<file path="config.mk">
export PLATFORM = sky130hd
export DESIGN_NAME = string_op_seq
export DESIGN_NICKNAME = d
export VERILOG_FILES = /design/src/rtl/string_op_pkg.sv /design/src/rtl/str_ptr_step.sv /design/src/rtl/string_op_seq.sv
export SDC_FILE = /design/constraint.sdc
export NUM_CORES = 1
export LEC_CHECK = 0
export CORE_MARGIN = 2
export CORE_UTILIZATION = 52
export DETAILED_ROUTE_END_ITERATION = 16
export HOLD_SLACK_MARGIN = 0.05
export PLACE_DENSITY_LB_ADDON = 0.1
export RECOVER_POWER = 25
export SETUP_SLACK_MARGIN = 0.15
export SYNTH_ARGS = -nofsm -noshare
export SYNTH_HDL_FRONTEND = slang
export SYNTH_SLANG_ARGS = --single-unit
export TNS_END_PERCENT = 100
</file>
<file path="constraint.sdc">
create_clock -name clk -period 11.33 [get_ports clk]
set_input_delay 2.266 -clock clk [delete_from_list [all_inputs] [get_ports clk]]
set_output_delay 2.266 -clock clk [all_outputs]
set_load 0.03 [all_outputs]
</file>
<file path="src/rtl/string_op_pkg.sv">
// Shared types and helpers for the x86 string-instruction sequencer.
package string_op_pkg;

  typedef enum logic [2:0] {
    ST_IDLE   = 3'd0,
    ST_READ   = 3'd1,
    ST_WRITE  = 3'd2,
    ST_UPDATE = 3'd3,
    ST_DONE   = 3'd4
  } state_t;

  localparam logic [1:0] SZ_BYTE  = 2'b00;
  localparam logic [1:0] SZ_WORD  = 2'b01;
  localparam logic [1:0] SZ_DWORD = 2'b10;

  // Reserved size code 11 behaves as a dword.
  function automatic logic [2:0] step_of(input logic [1:0] size);
    logic [2:0] step;
    case (size)
      SZ_BYTE: step = 3'd1;
      SZ_WORD: step = 3'd2;
      default: step = 3'd4;
    endcase
    return step;
  endfunction

endpackage

</file>
<file path="src/rtl/str_ptr_step.sv">
// Combinational ESI/EDI stepper: ptr +/- operand size, wrapping modulo 2^ADDR_W.
module str_ptr_step
  import string_op_pkg::*;
#(
  parameter int ADDR_W = 32
) (
  input  logic [ADDR_W-1:0] ptr,
  input  logic [1:0]        size,
  input  logic              df,
  output logic [ADDR_W-1:0] result
);

  logic [ADDR_W-1:0] step_s;

  // DF=1 walks the string downwards
  always_comb begin
    step_s = {{(ADDR_W-3){1'b0}}, step_of(size)};
    if (df) begin
      result = ptr - step_s;
    end else begin
      result = ptr + step_s;
    end
  end

endmodule

</file>
<file path="src/rtl/string_op_seq.sv">
// MOVS/STOS (optionally REP) sequencer: one read/write handshake pair per
// iteration, pointer stepping by DF, ECX countdown, registered outputs.
module string_op_seq
  import string_op_pkg::*;
#(
  parameter int ADDR_W = 32,
  parameter int DATA_W = 32
) (
  input  logic              clk,
  input  logic              rst,
  input  logic              start,
  input  logic              is_movs,
  input  logic              rep_en,
  input  logic [1:0]        op_size,
  input  logic              DF_in,
  input  logic [ADDR_W-1:0] ecx_in,
  input  logic [ADDR_W-1:0] esi_in,
  input  logic [ADDR_W-1:0] edi_in,
  input  logic [DATA_W-1:0] eax_in,
  input  logic              flush,
  output logic              mem_rd_req,
  output logic [ADDR_W-1:0] mem_rd_addr,
  input  logic              mem_rd_ack,
  input  logic [DATA_W-1:0] mem_rd_data,
  output logic              mem_wr_req,
  output logic [ADDR_W-1:0] mem_wr_addr,
  output logic [DATA_W-1:0] mem_wr_data,
  input  logic              mem_wr_ack,
  output logic [1:0]        mem_size,
  output logic              busy,
  output logic              done,
  output logic [ADDR_W-1:0] ecx_out,
  output logic [ADDR_W-1:0] esi_out,
  output logic [ADDR_W-1:0] edi_out
);

  localparam logic [ADDR_W-1:0] ADDR_ZERO = {ADDR_W{1'b0}};
  localparam logic [ADDR_W-1:0] ADDR_ONE  = {{(ADDR_W-1){1'b0}}, 1'b1};

  state_t            state_r, state_nxt_s;
  logic              is_movs_r, is_movs_nxt_s;
  logic              rep_r, rep_nxt_s;
  logic              df_r, df_nxt_s;
  logic [1:0]        size_r, size_nxt_s;
  logic [ADDR_W-1:0] ecx_r, ecx_nxt_s;
  logic [ADDR_W-1:0] esi_r, esi_nxt_s;
  logic [ADDR_W-1:0] edi_r, edi_nxt_s;
  logic [DATA_W-1:0] eax_r, eax_nxt_s;
  logic [DATA_W-1:0] rd_data_r, rd_data_nxt_s;
  logic [ADDR_W-1:0] esi_step_s, edi_step_s;

  str_ptr_step #(.ADDR_W(ADDR_W)) u_esi_step (
    .ptr(esi_r), .size(size_r), .df(df_r), .result(esi_step_s)
  );

  str_ptr_step #(.ADDR_W(ADDR_W)) u_edi_step (
    .ptr(edi_r), .size(size_r), .df(df_r), .result(edi_step_s)
  );

  // State register
  always_ff @(posedge clk or posedge rst) begin
    if (rst) begin
      state_r <= ST_IDLE;
    end else begin
      state_r <= state_nxt_s;
    end
  end

  // Next state and next datapath values; a flush leaves the datapath untouched
  always_comb begin
    state_nxt_s   = state_r;
    is_movs_nxt_s = is_movs_r;
    rep_nxt_s     = rep_r;
    df_nxt_s      = df_r;
    size_nxt_s    = size_r;
    ecx_nxt_s     = ecx_r;
    esi_nxt_s     = esi_r;
    edi_nxt_s     = edi_r;
    eax_nxt_s     = eax_r;
    rd_data_nxt_s = rd_data_r;
    if (flush && (state_r != ST_IDLE)) begin
      state_nxt_s = ST_IDLE;
    end else begin
      case (state_r)
        ST_IDLE: begin
          if (start) begin
            is_movs_nxt_s = is_movs;
            rep_nxt_s     = rep_en;
            df_nxt_s      = DF_in;
            size_nxt_s    = op_size;
            ecx_nxt_s     = ecx_in;
            esi_nxt_s     = esi_in;
            edi_nxt_s     = edi_in;
            eax_nxt_s     = eax_in;
            if (rep_en && (ecx_in == ADDR_ZERO)) begin
              state_nxt_s = ST_DONE;
            end else if (is_movs) begin
              state_nxt_s = ST_READ;
            end else begin
              state_nxt_s = ST_WRITE;
            end
          end else begin
            state_nxt_s = ST_IDLE;
          end
        end
        ST_READ: begin
          if (mem_rd_ack) begin
            rd_data_nxt_s = mem_rd_data;
            state_nxt_s   = ST_WRITE;
          end else begin
            state_nxt_s = ST_READ;
          end
        end
        ST_WRITE: begin
          if (mem_wr_ack) begin
            state_nxt_s = ST_UPDATE;
          end else begin
            state_nxt_s = ST_WRITE;
          end
        end
        ST_UPDATE: begin
          edi_nxt_s = edi_step_s;
          if (is_movs_r) begin
            esi_nxt_s = esi_step_s;
          end else begin
            esi_nxt_s = esi_r;
          end
          if (rep_r && (ecx_r != ADDR_ZERO)) begin
            ecx_nxt_s = ecx_r - ADDR_ONE;
          end else begin
            ecx_nxt_s = ecx_r;
          end
          if (rep_r && (ecx_nxt_s != ADDR_ZERO)) begin
            if (is_movs_r) begin
              state_nxt_s = ST_READ;
            end else begin
              state_nxt_s = ST_WRITE;
            end
          end else begin
            state_nxt_s = ST_DONE;
          end
        end
        ST_DONE: state_nxt_s = ST_IDLE;
        default: state_nxt_s = ST_IDLE;
      endcase
    end
  end

  // Datapath latches plus outputs decoded one cycle ahead from the next state
  always_ff @(posedge clk or posedge rst) begin
    if (rst) begin
      is_movs_r   <= 1'b0;
      rep_r       <= 1'b0;
      df_r        <= 1'b0;
      size_r      <= 2'b00;
      ecx_r       <= ADDR_ZERO;
      esi_r       <= ADDR_ZERO;
      edi_r       <= ADDR_ZERO;
      eax_r       <= {DATA_W{1'b0}};
      rd_data_r   <= {DATA_W{1'b0}};
      mem_rd_req  <= 1'b0;
      mem_rd_addr <= ADDR_ZERO;
      mem_wr_req  <= 1'b0;
      mem_wr_addr <= ADDR_ZERO;
      mem_wr_data <= {DATA_W{1'b0}};
      mem_size    <= 2'b00;
      busy        <= 1'b0;
      done        <= 1'b0;
      ecx_out     <= ADDR_ZERO;
      esi_out     <= ADDR_ZERO;
      edi_out     <= ADDR_ZERO;
    end else begin
      is_movs_r   <= is_movs_nxt_s;
      rep_r       <= rep_nxt_s;
      df_r        <= df_nxt_s;
      size_r      <= size_nxt_s;
      ecx_r       <= ecx_nxt_s;
      esi_r       <= esi_nxt_s;
      edi_r       <= edi_nxt_s;
      eax_r       <= eax_nxt_s;
      rd_data_r   <= rd_data_nxt_s;
      mem_rd_req  <= (state_nxt_s == ST_READ);
      mem_rd_addr <= esi_nxt_s;
      mem_wr_req  <= (state_nxt_s == ST_WRITE);
      mem_wr_addr <= edi_nxt_s;
      mem_wr_data <= is_movs_nxt_s ? rd_data_nxt_s : eax_nxt_s;
      mem_size    <= size_nxt_s;
      busy        <= (state_nxt_s != ST_IDLE);
      done        <= (state_nxt_s == ST_DONE);
      ecx_out     <= ecx_nxt_s;
      esi_out     <= esi_nxt_s;
      edi_out     <= edi_nxt_s;
    end
  end

endmodule

</file>
After elaboration in Yosys (flattened, before gate mapping)

Index checks and enable logic that the tools add are counted.
W data, S select, Z words.

Logic and storage cells: 77
Bits in registers: 204
Input port bits: 171
Output and inout port bits: 198

Bitwise operators: 1
Equal/unequal tests: 9
Reductions and logical operators: 15
Add/sub/neg operators: 5
Mux-type cells: 32

Operators with widths:

| kind                    | number |
|---|---|
| $mux W32                | 16 |
| $pmux W32 S2            | 3 |
| $add A32 B3 Y32         | 2 |
| $reduce_bool A32 Y1     | 2 |
| $sub A32 B3 Y32         | 2 |
| $logic_not A32 Y1       | 1 |
| $sub A32 B1 Y32 const B | 1 |
| $mux W3                 | 4 |
| $pmux W3 S4             | 1 |
| $eq A3 B2 Y1 const B    | 3 |
| $eq A3 B1 Y1 const B    | 2 |
| $mux W2                 | 3 |
| $pmux W3 S2             | 1 |
| $reduce_and A3 Y1       | 2 |
| $reduce_bool A3 Y1      | 2 |
| $logic_and A1 B1 Y1     | 4 |
| $mux W1                 | 4 |
| $ne A2 B2 Y1 const B    | 2 |
| $reduce_and A4 Y1       | 1 |
| $eq A3 B3 Y1 const B    | 1 |
| $logic_not A3 Y1        | 1 |
| $eq A2 B1 Y1 const B    | 1 |
| $logic_not A2 Y1        | 1 |
| $reduce_bool A2 Y1      | 1 |
| $not A1 Y1              | 1 |

Longest topological paths before layout

Depth in word-level cells: 11
Gate-level depth with buffers: 16
Depth with buffers taken out: 16

Modules after synthesis

Synthesis repeated with hierarchy kept, for this count alone.

Cell total of the unflattened synthesis: 1648
Area total of the unflattened synthesis: 13858.3 um2

By module, submodules not included:

| module                     | times used | area an instance (um2) | seq. area each (um2) | cells an instance |
|---|---|---|---|---|
| string_op_seq              | 1          | 10063.4                | 5104.9               | 1101 |
| str_ptr_step at u_esi_step | 1          | 2004.4                 | 0.0                  | 294 |
| str_ptr_step at u_edi_step | 1          | 1790.5                 | 0.0                  | 253 |

Worst setup path before layout

Ideal clock, no wire load.

Path kind: reg2reg
From: reg df_r
To: reg edi_r[30]
Slack: 6426 ps
Arrival: 4776 ps
Setup time: 128 ps
Cell stages (with the launch flop): 15
Clock period less this slack: 4904 ps
Cells stage by stage: dfrtp_1 > clkbuf_1 > mux2_2 > fa_1 > a211oi_1 > o21ai_0 > a211oi_1 > o21bai_1 > o311ai_0 > nand3_1 > o41a_1 > o41ai_1 > o21ai_0 > xnor2_1 > a21oi_1

Word-level cells in the longest chain between the ends: 2

Ends and longest elaborated chain:

| element                | line                 | RTL |
|---|---|---|
| from (decl)            | string_op_seq.sv:43  | `logic df_r, df_nxt_s;` |
| from (signal assigned) | string_op_seq.sv:175 | `df_r <= df_nxt_s;` |
| $mux W32               | str_ptr_step.sv:18   | `if (df) begin` |
| $pmux W32 S2           | string_op_seq.sv:84  | `case (state_r)` |
| to (signal assigned)   | string_op_seq.sv:179 | `edi_r <= edi_nxt_s;` |
| to (decl)              | string_op_seq.sv:47  | `logic [ADDR_W-1:0] edi_r, edi_nxt_s;` |

No other way between the ends.
A chain may end at the register's enable or synchronous reset.

==> flow_summary.ini <==
[critical_path]
end_kind = asynchronous set/reset pin
criticalPathCategory = primary input to asynchronous set/reset pin
crit_path_start_kind = primary input
cp_max_fo = 120
cp.required_ns = 11.73
arrival_ns = 7.14
r2r_cells = 16

[sta]
fmax_mhz = 148.3
fin_crit_ns = 6.744
fin_skew_ns = 0.01049
finalHoldViolations = 0
whs_ns = 0.4732
post-route-period-util_pct = 59.52
slew_violations = 207
setup-violations-final = 0
rsz0062_at_grt = false
tns_ns = 0
slew_headroom_pct = -265.3
tightest_slew_ns = 5.449

[clock_tree]
cts_sinks = 204
cts_tree = built
hold_buffers = 0
clk_latency_ns = 0.52
cts_root_buf = clkbuf_16
cts_resized = 0
numCtsBuffers = 23
postCtsSetupBuffers = 0
clk_pin_slew_ns = 0.06
cts_buffer_depth = 3
htreeDepth = 1

[logic_synthesis]
ys_seq_area_share_pct = 39.47
avgSynthCellArea_um2 = 8.679
synth.top_cell.area_share_pct = 39.47
synth.net_count = 1727
ys_ff_latch = 204
synth_compound_area_share_pct = 19.08
synth_edf_count = 0
synth_top_family_by_area = compound AO/OA/AOI/OAI gates
syn_area_um2 = 12930
synth_mux_area_share_pct = 5.824
synthXorXnorAreaFrac_pct = 4.257
synth.distinct_cells = 74
synth_cells = 1490
synth_adder_area_share_pct = 6.502
yosysTopAreaCell = dfrtp_1
ys.flop_type = dfrtp_1
yosys.area_share.simple_pct = 18.12
yosysWarnings = 0
synth_area_leaders = dfrtp_1 (39%), nand2_1 (6.9%), ha_1 (6.2%), a21oi_1 (6.0%), mux2_2 (5.7%)
async_flop_share_pct = 100.0

[detailed_routing]
vias_per_cell = 5.711
drc = 0
dr.pass1.iters = 5
drt-initial-drc-count = 923
final_antenna_net_count = 0
wl_per_cell_um = 18.46
routed_wl_um = 38680
num_vias = 11971

[cells_and_area]
final_cell_mix = clkdlybuf4s50_1 (365), nand2_1 (239), dfrtp_1 (203), a21oi_1 (154), nor2_1 (119)
fin_area_um2 = 17180
drive_gt1_share_pct = 7.627
area_growth_pct = 32.85
post-route-util_pct = 70.44
num-nets-final = 1992
layout_commonest_cell = clkdlybuf4s50_1

[die]
core-area_um2 = 24390
die_w_um = 161.7
rows = 57
fp.dieArea_um2 = 26150
die_y_um = 161.7
start_util_pct = 53.02
ios = 369

[power]
power_density_nw_per_um2 = 357.2
p_leak_nw = 7.328
intPower_mw = 3.233
pwr-share-comb_pct = 63.6
sw_frac_of_total_pct = 47.32
switching_power_mw = 2.904
power_frac_seq_pct = 23.1
finalPower_mw = 6.137
peakVddDrop_mv = 0.1895
power_frac_clock_pct = 13.3

[place]
gp_congestion = 0.9166
dpl_cell_area_um2 = 16390
portBuffers = 368
place_hpwl_um = 27710

[min_path]
worst_hold_path.num_cells = 2
hold_class = flip-flop to flip-flop

[global_routing]
grt_pass1_vias = 11506
track_usage_pct = 29.14
antenna_found_initial = 1
grt_pass1_wl_um = 61610
grt-ovfl-total = 0
grt_start_max_net_pins = 121

[flow_run]
max-cap-violations = 3

[run_status]
status = complete, but fails checks
violations = capacitance limit, slew limit
## worst max-delay path, cell delays in order
cell           delay [ns]
dlygate4sd3_1        0.55
clkinvlp_2           3.01
buf_4                1.22
## final timing paths
check,endpoint,slack [ns],from
worst max-delay path,df_r,4.59,rst
worst min-delay path,eax_r[5],0.47,eax_r[5]
worst max register to register,edi_r[30],6.44,size_r[0]
worst min register to register,eax_r[5],0.47,eax_r[5]
max in group clk,mem_wr_data[6],5.55,start
min in group asynchronous,mem_wr_data[3],3.90,rst
## layout make-up
cell class	instances	area [µm²]
repair buffers	378	3751
clock buffers	27	600.6
clock inverters	13	209.0
inverters	26	98.84
well taps	324	405.4
fillers	1975	7211
flip-flops and latches	204	5106
diodes	2	5.005
multi-input cells	1122	7004
## cells by family (layout without fill, tap and decap cells)
| logic type | Yosys count | count (layout) |
|---|---|---|
| buffers and inverters | 164 | 444 |
| flip-flops | 204 | 204 |
| adder cells (fa/ha/maj) | 66 | 66 |
| AND/OR/NAND/NOR | 518 | 518 |
| AO/OA/AOI/OAI | 409 | 409 |
| multiplexers | 67 | 67 |
| XOR/XNOR | 62 | 62 |
| other | 0 | 2 |
## metal layers
metal	track usage, %	share of wire (%)	up-vias
met3	7.482	8.3	68
met4	8.206	2.8	0
met2	48.12	47	416
li1	-	-	5761
met5	0	0	-
met1	38.22	42	5726
## metrics by stage
stage / worst slack [ns] / instances
2_1_floorplan: 3.497 / 1490
3_3_place_gp: 6.464 / 2054
3_5_place_dp: 6.408 / 2054
4_1_cts: 6.480 / 2094
5_1_grt: 3.636 / 2095
6_report: 4.586 / 2096
## flip-flops by register name, summed over array words and instances, names as in the netlist, 2 cells and up
| name | cells |
|---|---|
| eax_r | 32 |
| ecx_r | 32 |
| edi_r | 32 |
| esi_r | 32 |
| mem_wr_data | 32 |
| rd_data_r | 32 |
| state_r | 3 |
| size_r | 2 |
## cell usage after synthesis, types with 5 or more instances
cell type and count:
clkbuf_1 58, ha_1 64, nor2_1 121, nor2b_1 12, o21ai_0 106, buf_1 10
or3_1 10, nor3_1 29, xnor2_1 35, a211oi_1 16, a21oi_1 155, o21a_1 11
nor4_1 18, xor2_1 26, a21o_1 26, nand2b_1 12, nand3_1 21, inv_1 26
dfrtp_1 204, o22ai_1 12, and2_1 5, buf_4 65, and3_1 11, nand2_1 239
nand4_1 7, a31oi_1 16, or4_1 6, or2_2 5, o21bai_1 6, mux2_2 66
a22oi_1 11
## power by group through the flow
stage | combinational (mW) | clock [mW] | sequential, mW
after floorplan | 2.40 | 0 | 1.79
after global placement | 3.81 | 0 | 1.41
after detailed placement | 3.88 | 0 | 1.42
after CTS | 3.91 | 0.827 | 1.41
after global routing | 4.25 | 0.859 | 1.47
final | 3.90 | 0.817 | 1.42
Power figures use the tool's default switching activity.
